`config.mk`:
```
export PLATFORM = sky130hd
export DESIGN_NAME = path_delay_prober_flat
export DESIGN_NICKNAME = d
export VERILOG_FILES = /design/src/rtl/path_delay_prober_if.sv /design/src/rtl/path_delay_prober.sv /design/src/flat_wrapper.sv
export SDC_FILE = /design/constraint.sdc
export NUM_CORES = 1
export LEC_CHECK = 0
export ABC_AREA = 1
export BUFFER_PORTS_ARGS = -buffer_cell sky130_fd_sc_hd__buf_2
export CAP_MARGIN = 20
export CORE_MARGIN = 4
export CORE_UTILIZATION = 58
export DETAILED_ROUTE_END_ITERATION = 12
export GPL_TIMING_DRIVEN = 0
export PLACE_DENSITY = 0.8
export SLEW_MARGIN = 20
export SYNTH_ARGS = -nofsm -noshare
export SYNTH_HDL_FRONTEND = slang
export SYNTH_SLANG_ARGS = --single-unit
```
`constraint.sdc`:
```
create_clock -name clk -period 2.36 [get_ports clk]
set_input_delay 0.472 -clock clk [delete_from_list [all_inputs] [get_ports clk]]
set_output_delay 0.472 -clock clk [all_outputs]
set_load 0.05 [all_outputs]
```
`src/rtl/path_delay_prober_if.sv`:
```
// path_delay_prober_if: run control, path stimulus/response and delay results of the prober
interface path_delay_prober_if #(parameter int CW = 8);
    logic          start;
    logic [7:0]    num_trials;
    logic          stim_out;
    logic          resp_in;
    logic          busy;
    logic          done;
    logic [CW-1:0] delay_last;
    logic [CW-1:0] delay_min;
    logic [CW-1:0] delay_max;
    logic [CW+7:0] delay_sum;
    logic          timeout_err;
    logic          alarm;
    modport master (
        output start, num_trials, resp_in,
        input  stim_out, busy, done, delay_last, delay_min, delay_max, delay_sum, timeout_err, alarm
    );
    modport slave (
        input  start, num_trials, resp_in,
        output stim_out, busy, done, delay_last, delay_min, delay_max, delay_sum, timeout_err, alarm
    );
endinterface

```
`src/rtl/path_delay_prober.sv`:
```
// path_delay_prober: launches transitions into a path under test and measures edges until the response arrives
module path_delay_prober #(
    parameter int CW         = 8,
    parameter int TIMEOUT    = 200,
    parameter int SETTLE_CYC = 16,
    parameter int THRESH     = 10,
    parameter bit INVERT     = 1'b0
) (
    input logic clk,
    input logic rst,
    path_delay_prober_if.slave p
);
    localparam int SW = $clog2(SETTLE_CYC + 1);
    typedef enum logic [2:0] {IDLE, SETTLE, LAUNCH, WAIT, REC, FIN} state_t;
    state_t        state, state_nx;
    logic          s1, resp_s;
    logic [CW-1:0] cnt, d_nx, max_nx;
    logic [SW-1:0] scnt;
    logic [7:0]    left;
    logic          hit, to_hit, settle_end;
    assign d_nx       = cnt + 1'b1;
    assign hit        = (resp_s == (p.stim_out ^ INVERT)) && (cnt != '0);
    assign to_hit     = d_nx == CW'(TIMEOUT);
    assign settle_end = scnt == SW'(SETTLE_CYC - 1);
    assign max_nx     = (cnt > p.delay_max) ? cnt : p.delay_max;
    assign p.done     = state == FIN;
    // state register
    always_ff @(posedge clk)
        state <= rst ? IDLE : state_nx;
    // next-state: the first WAIT sample predates the launch, so only D>=2 can terminate a trial
    always_comb begin
        state_nx = state;
        case (state)
            IDLE:    state_nx = p.start ? SETTLE : IDLE;
            SETTLE:  state_nx = settle_end ? LAUNCH : SETTLE;
            LAUNCH:  state_nx = WAIT;
            WAIT:    state_nx = (hit || to_hit) ? REC : WAIT;
            REC:     state_nx = (left == 8'd1) ? FIN : SETTLE;
            default: state_nx = IDLE;
        endcase
    end
    // synchronizer, launch toggle, edge counting and result accumulation
    always_ff @(posedge clk) begin
        if (rst) begin
            s1            <= INVERT;
            resp_s        <= INVERT;
            p.stim_out    <= 1'b0;
            p.busy        <= 1'b0;
            p.alarm       <= 1'b0;
            p.timeout_err <= 1'b0;
            p.delay_last  <= '0;
            p.delay_min   <= '1;
            p.delay_max   <= '0;
            p.delay_sum   <= '0;
            cnt           <= '0;
            scnt          <= '0;
            left          <= '0;
        end else begin
            s1     <= p.resp_in;
            resp_s <= s1;
            case (state)
                IDLE: if (p.start) begin
                    left          <= (p.num_trials == 8'd0) ? 8'd1 : p.num_trials;
                    p.delay_min   <= '1;
                    p.delay_max   <= '0;
                    p.delay_sum   <= '0;
                    p.timeout_err <= 1'b0;
                    p.alarm       <= 1'b0;
                    p.busy        <= 1'b1;
                    scnt          <= '0;
                end
                SETTLE: begin
                    scnt <= scnt + 1'b1;
                    if (settle_end) begin
                        p.stim_out <= ~p.stim_out;
                        cnt        <= '0;
                    end
                end
                WAIT: begin
                    cnt <= d_nx;
                    if (to_hit && !hit) p.timeout_err <= 1'b1;
                end
                REC: begin
                    p.delay_last <= cnt;
                    p.delay_min  <= (cnt < p.delay_min) ? cnt : p.delay_min;
                    p.delay_max  <= max_nx;
                    p.delay_sum  <= p.delay_sum + {8'd0, cnt};
                    left         <= left - 1'b1;
                    scnt         <= '0;
                    if (left == 8'd1) p.alarm <= (max_nx > CW'(THRESH)) || p.timeout_err;
                end
                FIN: p.busy <= 1'b0;
                default: ;
            endcase
        end
    end
endmodule

```
`src/flat_wrapper.sv`:
```
// flat-port wrapper written by rule: the top's interface ports become plain ports
module path_delay_prober_flat 
#(
    parameter int CW         = 8,
    parameter int TIMEOUT    = 200,
    parameter int SETTLE_CYC = 16,
    parameter int THRESH     = 10,
    parameter bit INVERT     = 1'b0
)
  (clk, rst, p_start, p_num_trials, p_resp_in, p_stim_out, p_busy, p_done, p_delay_last, p_delay_min, p_delay_max, p_delay_sum, p_timeout_err, p_alarm);
  path_delay_prober_if #(.CW(CW)) p_i ();
  input logic clk;
  input logic rst;
  input wire logic [$bits(p_i.start)-1:0] p_start;
  input wire logic [$bits(p_i.num_trials)-1:0] p_num_trials;
  input wire logic [$bits(p_i.resp_in)-1:0] p_resp_in;
  output wire logic [$bits(p_i.stim_out)-1:0] p_stim_out;
  output wire logic [$bits(p_i.busy)-1:0] p_busy;
  output wire logic [$bits(p_i.done)-1:0] p_done;
  output wire logic [$bits(p_i.delay_last)-1:0] p_delay_last;
  output wire logic [$bits(p_i.delay_min)-1:0] p_delay_min;
  output wire logic [$bits(p_i.delay_max)-1:0] p_delay_max;
  output wire logic [$bits(p_i.delay_sum)-1:0] p_delay_sum;
  output wire logic [$bits(p_i.timeout_err)-1:0] p_timeout_err;
  output wire logic [$bits(p_i.alarm)-1:0] p_alarm;
  assign p_i.start = p_start;
  assign p_i.num_trials = p_num_trials;
  assign p_i.resp_in = p_resp_in;
  assign p_stim_out = p_i.stim_out;
  assign p_busy = p_i.busy;
  assign p_done = p_i.done;
  assign p_delay_last = p_i.delay_last;
  assign p_delay_min = p_i.delay_min;
  assign p_delay_max = p_i.delay_max;
  assign p_delay_sum = p_i.delay_sum;
  assign p_timeout_err = p_i.timeout_err;
  assign p_alarm = p_i.alarm;
  path_delay_prober #(.CW(CW), .TIMEOUT(TIMEOUT), .SETTLE_CYC(SETTLE_CYC), .THRESH(THRESH), .INVERT(INVERT)) u_core (.clk(clk), .rst(rst), .p(p_i));
endmodule
```
==> results by group <==
Worst setup path
  • Reg-to-reg endpoint: u_core.p.delay_max[6]$_SDFFE_PP0P_
  • Critical Path RT: 2640 ps
  • Critical Path AT: 2430 ps
  • Worst reg2reg path depth: 12
  • Worst R2R Start: u_core.cnt[1]$_SDFFE_PP0P_
  • FF-to-FF setup slack: 210 ps
  • Crit path max fanout: 10
  • Worst setup path end: u_core.p.delay_max[6]$_SDFFE_PP0P_
  • Crit path capture type: register
  • CP Launch Point: u_core.cnt[1]$_SDFFE_PP0P_
  • Worst Setup Start Kind: register
  • Kind of critical path: reg -> reg

CTS
  • CTS H-tree lvls: 3
  • Hold_buf cts: 0
  • # clock sinks: 70
  • Clock slew at reported path FFs: 80 ps
  • Worst-Skew Late Latency: 350 ps
  • CTS tree: yes
  • CTS root buffer: clkbuf_8
  • CTS max path bufs: 2
  • Total CTS buffers: 9

Layout
  • P&R area growth vs syn: 15.0%
  • Nets@finish: 696
  • Register area: 1400 um2
  • Share of cells above drive strength 1: 18.1%
  • Diode count: 0
  • Fin cells: 755
  • Area of the multi-input gates: 2300 um2
  • FILL cells: 611

Place
  • Detailed Place HPWL: 8210 um
  • Placed cells: 739
  • PortBufs: 55
  • Final GP Congestion: 0.949

Yosys
  • Post-synthesis sequential area ratio: 34.0%
  • Cell accounting for the most synthesized area: dfxtp_1
  • Most frequent cells after synthesis: 125 x nand2_1, 79 x inv_1, 70 x dfxtp_1
  • Synth Instances: 588
  • Cell with the most instances after synthesis: nand2_1
  • Number of synthesized flops with an enable pin: 0
  • Syn. warnings: 0
  • Mean Syn Cell Area: 7.01 um2
  • Synthesis-stage register bit count: 70
  • Synth top area cells: dfxtp_1 34%, nand2_1 11%, ha_1 8.8%, inv_1 7.2%, a21oi_1 6.4%
  • Async SR Flop Fraction: 0%
  • Post-Syn Area: 4120 um2
  • Post-synth cell types: 47
  • Post-Syn Nets: 630
  • Top FF cell, synth: dfxtp_1
  • Post-synth top area share: 34.0%

Routing
  • DRT Pass-1 Iters: 6
  • Routed WL per cell: 15.1 um
  • Via density per instance: 5.57
  • Vias: 4209
  • Final Routed Wirelength: 11400 um
  • Starting DRT DRC Count: 307
  • Post-DRT Antenna Nets: 0
  • DRC: 0

Die
  • Core area: 6830 um2
  • Rows: 30
  • Die height: 92.3 um
  • Initial Util: 60.3%
  • Die Area: 8520 um2
  • Top Ports: 57
  • Die X: 92.3 um

Power and ir drop
  • Internal power: 1.93 mW
  • NetSw: 757 uW
  • Pwr/cell area: 566 nW/um2
  • Pleak: 2.23 nW
  • Comb pwr share: 12.4%
  • Clk network pwr share: 41.3%
  • Peak VDD IR: 0.000376 V
  • Switching share of total power: 28.2%
  • Part of the power in registers: 46.3%

GRT
  • Largest net degree at the start of global routing: 13
  • Initial antenna violation count: 0
  • Total GRT Usage: 27.1%
  • First-pass GRT wire length: 18500 um
  • Vias in the first global route: 3987
  • Global route overflow: 0

Flow run
  • Max-cap violation count: 0

Timing
  • FMAX: 464 MHz
  • Slew @ Worst Pin: 679 ps
  • Endpoints failing setup: 0
  • RSZ-0062 raised after global routing: no
  • Final min period: 2150 ps
  • Setup TNS: 0 ps
  • Final period utilization: 91.3%
  • Rel. slew slack: 54.7%
  • Hold Vio Cnt, Final: 0
  • Slew Limit Fails: 0
  • Layout Skew: 9.59 ps

Outcome
  • Status: complete, no violations

Hold path
  • Worst hold path type: in -> reg
logic make-up after synthesis:
family | Yosys count | synth area share, %
xor gates and xnor gates | 6 | 1.28
and+or+nand+nor | 255 | 28.6
AOI/OAI and AO/OA | 121 | 16.5
adders and majority gates | 30 | 9.29
buffers and inverters | 106 | 10.3
DFF | 70 | 34.0
stage by stage:
step	total power, mW	util, %	setup WS [ps]	cell area (um2)	hold WS [ps]
floorplan	1.50	-	262	4120	388
global placement	1.59	66.1	209	4520	392
detailed placement	1.60	66.1	176	4520	399
CTS	2.68	69.4	153	4740	326
global route	2.79	69.4	49.0	4740	333
finish	2.68	69.4	206	4740	324
placed cells by master, fill, tap and decap left out, types with 2 or more instances in the layout:
| cell type | Yosys | layout |
|---|---|---|
| a21o_1 | 2 | 2 |
| a21oi_1 | 53 | 53 |
| a21oi_2 | 2 | 2 |
| a22oi_1 | 2 | 2 |
| a31oi_1 | 8 | 8 |
| buf_2 | 9 | 64 |
| buf_4 | 2 | 2 |
| bufinv_16 | 0 | 2 |
| clkbuf_1 | 8 | 8 |
| clkbuf_8 | 0 | 10 |
| clkinv_2 | 0 | 2 |
| clkinvlp_4 | 0 | 2 |
| dfxtp_1 | 70 | 69 |
| ha_1 | 29 | 29 |
| inv_1 | 79 | 79 |
| inv_2 | 7 | 7 |
| nand2_1 | 125 | 125 |
| nand2_2 | 5 | 5 |
| nand3_1 | 37 | 37 |
| nand3_2 | 2 | 2 |
| nand4_1 | 15 | 15 |
| nor2_1 | 45 | 45 |
| nor2_2 | 4 | 4 |
| nor2_4 | 2 | 2 |
| nor3_1 | 8 | 8 |
| o211ai_1 | 3 | 3 |
| o21a_1 | 2 | 2 |
| o21ai_0 | 28 | 28 |
| o21ai_1 | 10 | 10 |
| o21ai_2 | 2 | 2 |
| o22ai_1 | 3 | 3 |
| or2_2 | 3 | 3 |
| xor2_1 | 5 | 5 |
how the worst min path moves through the flow:
stage	from	endpoint	slack [ps]	cells after the start
2_1_floorplan	u_core.s1$_SDFF_PP0_	u_core.resp_s$_SDFF_PP0_	390	2
3_3_place_gp	u_core.s1$_SDFF_PP0_	u_core.resp_s$_SDFF_PP0_	390	2
3_5_place_dp	u_core.s1$_SDFF_PP0_	u_core.resp_s$_SDFF_PP0_	400	2
4_1_cts	p_resp_in	u_core.s1$_SDFF_PP0_	330	3
5_1_grt	p_resp_in	u_core.s1$_SDFF_PP0_	330	3
6_report	p_resp_in	u_core.s1$_SDFF_PP0_	320	3
state kept, by name (all words and copies together) (netlist names), 3 cells and up:
register             cells
u_core.cnt               8
u_core.scnt              5
u_core.left              8
u_core.p.delay_min       8
u_core.p.delay_max       8
u_core.p.delay_sum      16
u_core.p.delay_last      8
u_core.state             3
area by class of cell:
type,instances,area share [%]
inverter,86,6.81
clock inverter,6,1.79
tap,96,2.53
clock buffer,10,2.90
timing repair buffer,55,5.81
sequential,70,29.6
multi-input combinational,412,48.4
buffer,20,2.14
what timing repair did:
action | CTS | global route
setup endpoints to repair | 0 | 2
setup buffers | 0 | 0
gates resized for setup | 0 | 1
hold endpoints to repair | 0 | 0
power groups by stage:
stage	registers [mW]	logic [mW]	clock network [mW]
6_report	1.24	0.334	1.11
5_1_grt	1.25	0.365	1.17
4_1_cts	1.24	0.330	1.10
3_5_place_dp	1.27	0.328	0
3_3_place_gp	1.27	0.319	0
2_1_floorplan	1.32	0.180	0
critical path: stages, from the launching register on:
cell and delay [ps]:
dfxtp_1 640, ha_1 370, nand2_1 90, nand2_1 50
nand2_1 50, nand2_1 50, nand2_1 70, nand2_2 90
nand2_2 90, buf_6 140, o21ai_1 100, or2_1 240
a21oi_1 110
layer usage:
| metal | global-route usage [%] | vias to the layer above | wire length, um |
|---|---|---|---|
| met2 | 46.1 | 191 | 5420 |
| met5 | 0 | - | 0 |
| met3 | 6.42 | 35 | 889 |
| li1 | - | 2078 | - |
| met1 | 32.7 | 1905 | 4760 |
| met4 | 11.5 | 0 | 326 |
Note: power is estimated with default switching activity, not from simulation.
